`config.mk`:
```
export PLATFORM = sky130hd
export DESIGN_NAME = uart_transmitter_flat
export DESIGN_NICKNAME = d
export VERILOG_FILES = /design/src/rtl/uart_transmitter_if.sv /design/src/rtl/uart_transmitter.sv /design/src/flat_wrapper.sv
export SDC_FILE = /design/constraint.sdc
export NUM_CORES = 1
export LEC_CHECK = 0
export BUFFER_PORTS_ARGS = -buffer_cell sky130_fd_sc_hd__buf_2
export CAP_MARGIN = 20
export CORE_UTILIZATION = 25
export CTS_BUF_LIST = sky130_fd_sc_hd__clkbuf_8
export DETAILED_ROUTE_END_ITERATION = 7
export PLACE_DENSITY = 0.43
export REMOVE_ABC_BUFFERS = 1
export SLEW_MARGIN = 25
export SYNTH_ARGS = -nofsm -noshare
export SYNTH_HDL_FRONTEND = slang
export SYNTH_SLANG_ARGS = --single-unit
```
`constraint.sdc`:
```
create_clock -name clk -period 1.8 [get_ports clk]
set_clock_uncertainty 0.1 [all_clocks]
set_input_delay 0.18 -clock clk [delete_from_list [all_inputs] [get_ports clk]]
set_output_delay 0.18 -clock clk [all_outputs]
set_load 0.1 [all_outputs]
```
`src/rtl/uart_transmitter_if.sv`:
```
// Byte handshake between the UART control logic (master) and the transmitter (slave).
interface uart_transmitter_if;
   logic [7:0] data_in;
   logic       data_in_valid;
   logic       data_in_ready;

   modport master (output data_in, output data_in_valid, input data_in_ready);
   modport slave  (input data_in, input data_in_valid, output data_in_ready);
endinterface

```
`src/rtl/uart_transmitter.sv`:
```
// UART transmit path: one 8N1 frame per accepted byte, or 8E1 when UART_TX_PARITY_EN is defined.
// All outputs are registered so the TX line never glitches.
module uart_transmitter #(
   parameter int CLOCK_FREQ = 125_000_000,
   parameter int BAUD_RATE  = 115_200
) (
   input  logic                clk,
   input  logic                rst,
   uart_transmitter_if.slave   in_if,
   output logic                serial_out
);

   localparam int SYMBOL_EDGE_TIME = CLOCK_FREQ / BAUD_RATE;
   localparam int CW = $clog2(SYMBOL_EDGE_TIME);
   localparam logic [CW-1:0] LAST_CYCLE = CW'(SYMBOL_EDGE_TIME - 1);

   typedef enum logic [2:0] {
      IDLE,
      START,
      DATA,
`ifdef UART_TX_PARITY_EN
      PARITY,
`endif
      STOP
   } state_t;

   state_t          state;
   logic [CW-1:0]   cycle_cnt;
   logic [2:0]      bit_cnt;
   logic [7:0]      data_reg;
   logic            ready_q;

   assign in_if.data_in_ready = ready_q;

   // The next level is always loaded on the edge that ends the current symbol,
   // so each level is held for exactly SYMBOL_EDGE_TIME cycles.
   always_ff @(posedge clk or posedge rst) begin
      if (rst) begin
         state      <= IDLE;
         cycle_cnt  <= '0;
         bit_cnt    <= '0;
         data_reg   <= '0;
         serial_out <= 1'b1;
         ready_q    <= 1'b1;
      end else begin
         case (state)
            IDLE: begin
               if (in_if.data_in_valid && ready_q) begin
                  data_reg   <= in_if.data_in;
                  state      <= START;
                  serial_out <= 1'b0;
                  ready_q    <= 1'b0;
                  cycle_cnt  <= '0;
                  bit_cnt    <= '0;
               end
            end
            START: begin
               if (cycle_cnt == LAST_CYCLE) begin
                  cycle_cnt  <= '0;
                  state      <= DATA;
                  serial_out <= data_reg[0];
               end else begin
                  cycle_cnt <= cycle_cnt + 1'b1;
               end
            end
            DATA: begin
               if (cycle_cnt == LAST_CYCLE) begin
                  cycle_cnt <= '0;
                  if (bit_cnt == 3'd7) begin
                     bit_cnt <= '0;
`ifdef UART_TX_PARITY_EN
                     state      <= PARITY;
                     serial_out <= ^data_reg;
`else
                     state      <= STOP;
                     serial_out <= 1'b1;
`endif
                  end else begin
                     bit_cnt    <= bit_cnt + 3'd1;
                     serial_out <= data_reg[bit_cnt + 3'd1];
                  end
               end else begin
                  cycle_cnt <= cycle_cnt + 1'b1;
               end
            end
`ifdef UART_TX_PARITY_EN
            PARITY: begin
               if (cycle_cnt == LAST_CYCLE) begin
                  cycle_cnt  <= '0;
                  state      <= STOP;
                  serial_out <= 1'b1;
               end else begin
                  cycle_cnt <= cycle_cnt + 1'b1;
               end
            end
`endif
            STOP: begin
               if (cycle_cnt == LAST_CYCLE) begin
                  cycle_cnt <= '0;
                  state     <= IDLE;
                  ready_q   <= 1'b1;
               end else begin
                  cycle_cnt <= cycle_cnt + 1'b1;
               end
            end
            default: begin
               state      <= IDLE;
               cycle_cnt  <= '0;
               serial_out <= 1'b1;
               ready_q    <= 1'b1;
            end
         endcase
      end
   end

endmodule
```
`src/flat_wrapper.sv`:
```
// flat-port wrapper written by rule: the top's interface ports become plain ports
module uart_transmitter_flat 
#(
   parameter int CLOCK_FREQ = 125_000_000,
   parameter int BAUD_RATE  = 115_200
)
  (clk, rst, serial_out, in_if_data_in, in_if_data_in_valid, in_if_data_in_ready);
  uart_transmitter_if in_if_i ();
  input  logic clk;
  input  logic rst;
  output logic serial_out;
  input wire logic [$bits(in_if_i.data_in)-1:0] in_if_data_in;
  input wire logic [$bits(in_if_i.data_in_valid)-1:0] in_if_data_in_valid;
  output wire logic [$bits(in_if_i.data_in_ready)-1:0] in_if_data_in_ready;
  assign in_if_i.data_in = in_if_data_in;
  assign in_if_i.data_in_valid = in_if_data_in_valid;
  assign in_if_data_in_ready = in_if_i.data_in_ready;
  uart_transmitter #(.CLOCK_FREQ(CLOCK_FREQ), .BAUD_RATE(BAUD_RATE)) u_core (.clk(clk), .rst(rst), .in_if(in_if_i), .serial_out(serial_out));
endmodule
```
Word-level counts from Yosys, hierarchy flattened
Cells that the tools add are included.

Output and inout port bits: 2. Register bits: 27. Word-level logic and storage cells: 53. Input port bits: 11.

Mux-type cells: 22. Bitwise logic cells: 2. $add $sub $neg: 2. Reduce and logical (&&, ||, !) cells: 10. Magnitude comparators: 1. Equality and inequality tests: 10.

Operators by type and width (number): 3-bit 2-to-1 mux (8); 11-bit 2-to-1 mux (2); 11-bit case mux with 2 select lines (1); 3-bit case mux with 4 select lines (1); 11-bit by 1-bit adder with 11-bit output (second input constant) (1); 11-bit equality test (second input constant) (1); 2-bit by 1-bit inequality test with 1-bit output (second input constant) (5); 3-bit by 2-bit equality test with 1-bit output (second input constant) (2); 1-bit 2-to-1 mux (6); 3-bit case mux with 2 select lines (1); 3-bit AND reduction (2); 5-bit AND reduction (1); 3-bit by 4-bit < comparator with 1-bit output (second input constant) (1); 1-bit case mux with 4 select lines (1); 4-bit AND reduction (1); 3-bit by 1-bit adder with 3-bit output (second input constant) (1); 1-bit binary-select mux with 3-bit select (1); 3-bit by 1-bit equality test with 1-bit output (second input constant) (1); 3-bit equality test (second input constant) (1); 3-bit zero test (1); 1-bit case mux with 3 select lines (1); 3-bit OR reduction (1); 1-bit inverter (2); 2-bit AND reduction (1); other kinds (3) (3).

Logic depth before layout (Yosys ltp)
Word-level depth: 6. Depth in mapped cells: 7. Depth with buffers taken out: 6.

Least setup slack after synthesis
OpenSTA, ideal clock, no wires.

Path kind: register to register. Start: register u_core.state[0]. End: register u_core.state[1]. Data arrival time: 1.808 ns. Clock period less this slack: 2.033 ns. Cell stages (with the launch flop): 7. Buffers on the path: 1. Setup slack: -0.233 ns. Required time: 1.575 ns. Setup time: 0.125 ns. Path through: dfrtp_1 inv_1 ha_1 clkbuf_1 or3_1 a211oi_2 mux2_2.

Longest elaborated chain between the ends: 3. Elaborated cells between the ends (all ways): 11. Classes of those cells: eq/ne (8); mux (1); reduce/logical (2).

Ends and longest elaborated chain: start: declaration (line uart_transmitter.sv:27) `state_t state;`; start signal: assignment (line uart_transmitter.sv:39) `state <= IDLE;`; start signal: assignment (line uart_transmitter.sv:50) `state <= START;`; start signal: assignment (line uart_transmitter.sv:60) `state <= DATA;`; 3-bit by 2-bit equality test with 1-bit output (tied with other cells) (line uart_transmitter.sv:46) `case (state)`; 2-bit by 1-bit inequality test with 1-bit output (no line); 5-bit AND reduction (no line).

Several ways; a longest one is shown, not always the timed one. A chain may end at the register's enable or synchronous reset.

Worst setup path in the final report
Ends and elaborated chain as after synthesis.

==> flow_summary.ini <==
[power_and_ir_drop]
peakVddDrop_uv = 255.5
p_per_area_mw_per_mm2 = 526.5
finalPower_mw = 1.096
leakage_nw = 0.9691

[placement]
placed_cell_area_sq_mm = 0.001871
io_buffers = 12
place_congestion = 0.8085
dp_hpwl_microns = 2487
dp_slack_ns = -0.1712

[layout]
antennaDiodeCount = 0
final_util_pct = 36.88
final_nets = 201
drive_gt1_share_pct = 46.11
fin_area_sq_mm = 0.002081
largest_reg_flops = 11
area_delta_synth_final_pct = 38.12

[global_route]
grt_start_max_net_pins = 27
grt_overflow = 0
grt_pass1_vias = 1274
grt_usage_pct = 11.99
grt_pass1_wl_microns = 5830
antenna_found_initial = 0

[timing]
max_freq_mhz = 530.2
post-route-period-util_pct = 104.8
min_period_ns = 1.886
setup_ws_ns = -0.08601
holdWs_ns = 0.03183
max_slew_margin_pct = 67.83
hold_viol_final = 0
rsz0062_at_grt = true
tightest_slew_ns = 0.4859
drv_slew = 0
setup_viol = 2

[clock_tree]
insertion_delay_ns = 0.27
post_cts.repair.setup_buffers = 0
cts_sinks = 26
numCtsBuffers = 3
cts_buffer_depth = 2
clk_pin_slew_ns = 0.09
cts_tree = done
cts-root-buf = clkbuf_8
htreeDepth = 1

[floorplan]
core_area_sq_mm = 0.005642
io_pins = 13
die_w_microns = 79.63
dieArea_sq_mm = 0.006340
rows = 27
fp.dieH_microns = 79.63
initial_core_util_pct = 26.70

[drt]
avgRoutedWirePerCell_microns = 13.14
vias_per_cell = 4.746
drtIter0Drc = 43
ant_nets = 0
drt-total-wl_microns = 3311
vias = 1196
drtPass1Iterations = 4
drc_errors = 0

[yosys]
yosys_warnings = 0
syn_area_sq_mm = 0.001506
ys_seq_area_share_pct = 43.36
synth_edf_count = 0
synth_cell_types = 44
ys_seq_elements = 26
async_reset_ff_share_pct = 100.0
avgSynthCellArea_sq_um = 10.84
synth_cells = 139
synthFlopType = dfrtp_1

[setup_path]
criticalPathCategory = flop to flop
arrival_ns = 1.95
worst-path-max-fanout = 3
r2r_slack_ns = -0.09
end_kind = flop
crit_required_ns = 1.86
start_kind = flop
rr_worst_depth = 5

[run]
max-cap-violations = 0

[outcome]
violations = negative setup slack
outcome = finished with violations

[hold_path]
hold_class = primary input to flop
min_path_cells = 2
==> area by class of cell <==
type | instances | area (sq um)
clock buffer | 3 | 41.29
clock inverter | 1 | 30.03
fill | 533 | 3561
inverter | 8 | 30.03
multi-input combinational | 100 | 910.9
sequential | 26 | 654.4
tap | 72 | 90.09
timing repair buffer | 42 | 324.1
==> worst max-delay path, stage by stage (launching register included) <==
cell and delay [ns]:
dfrtp_1 0.43, buf_6 0.15, ha_4 0.16, or3_4 0.34, a211oi_4 0.28, mux2_4 0.32
==> cell families (layout without fill, tap and decap cells) <==
group	after synthesis	in the layout	synth area share [%]
fa+ha+maj	9	9	7.475
xor+xnor	1	1	0.5815
mux	14	14	11.05
buf+inv	13	54	3.904
flops	26	26	43.36
compound gates	36	36	18.77
simple gates	40	40	14.87
==> cells in the final DEF, fill, tap and decap left out, types with 3 or more instances in the layout <==
master    count
a22o_1        3
a31oi_1       8
buf_2        12
buf_4        24
buf_6         3
clkbuf_8      3
dfrtp_1      23
ha_1          3
ha_2          3
ha_4          3
inv_1         7
mux2_2       10
nand2_1      11
nand3_1       7
nor2_1        3
o21ai_0       3
==> metal layers <==
layer / track usage [%] / part of all wire (%) / up-vias
li1: - / - / 603
met1: 14.57 / 47 / 578
met2: 20.60 / 50 / 13
met3: 3.314 / 2.4 / 2
met4: 3.273 / 0.30 / 0
met5: 0 / 0 / -
==> what timing repair did <==
item,in CTS,in global routing
resized for setup,14,14
hold endpoints to repair,24,0
pin swaps,2,5
endpoints found under the setup margin,8,17
hold buffers,1,0
==> worst paths after layout <==
| kind | start | endpoint |
|---|---|---|
| max | u_core.state[0] | u_core.state[1] |
| min | in_if_data_in[6] | u_core.data_reg[6] |
| max reg2reg | u_core.state[0] | u_core.state[1] |
| min reg2reg | u_core.data_reg[6] | u_core.data_reg[6] |
| max in group asynchronous | rst | u_core.in_if.data_in_ready |
| min in group asynchronous | rst | u_core.data_reg[7] |
==> synthesized netlist by cell type (all sizes together) (3+ instances only) <==
master  count  share of area (%)
dfrtp      24                 40
inv         8                2.0
nand2      11                2.7
a22o        4                2.4
nand3       9                3.0
and3        3                1.2
o21ai       5                1.7
nor2        3               0.75
a211oi      3                1.8
mux2       11                8.2
a31oi       9                4.7
ha          9                7.5
buf         3                1.4
==> report_power, final <==
group	switching, mW	internal [mW]
clock network	0.187	0.298
logic	0.0165	0.0108
registers	0	0.584
==> through the flow <==
| step | TNS, ns | instances |
|---|---|---|
| 3_5_place_dp | -0.2903 | 247 |
| 2_1_floorplan | -0.3126 | 134 |
| 6_report | -0.09425 | 252 |
| 3_3_place_gp | -0.2617 | 247 |
| 5_1_grt | -0.3201 | 252 |
| 4_1_cts | -0.1149 | 252 |
(Power assumes the default switching activity.)
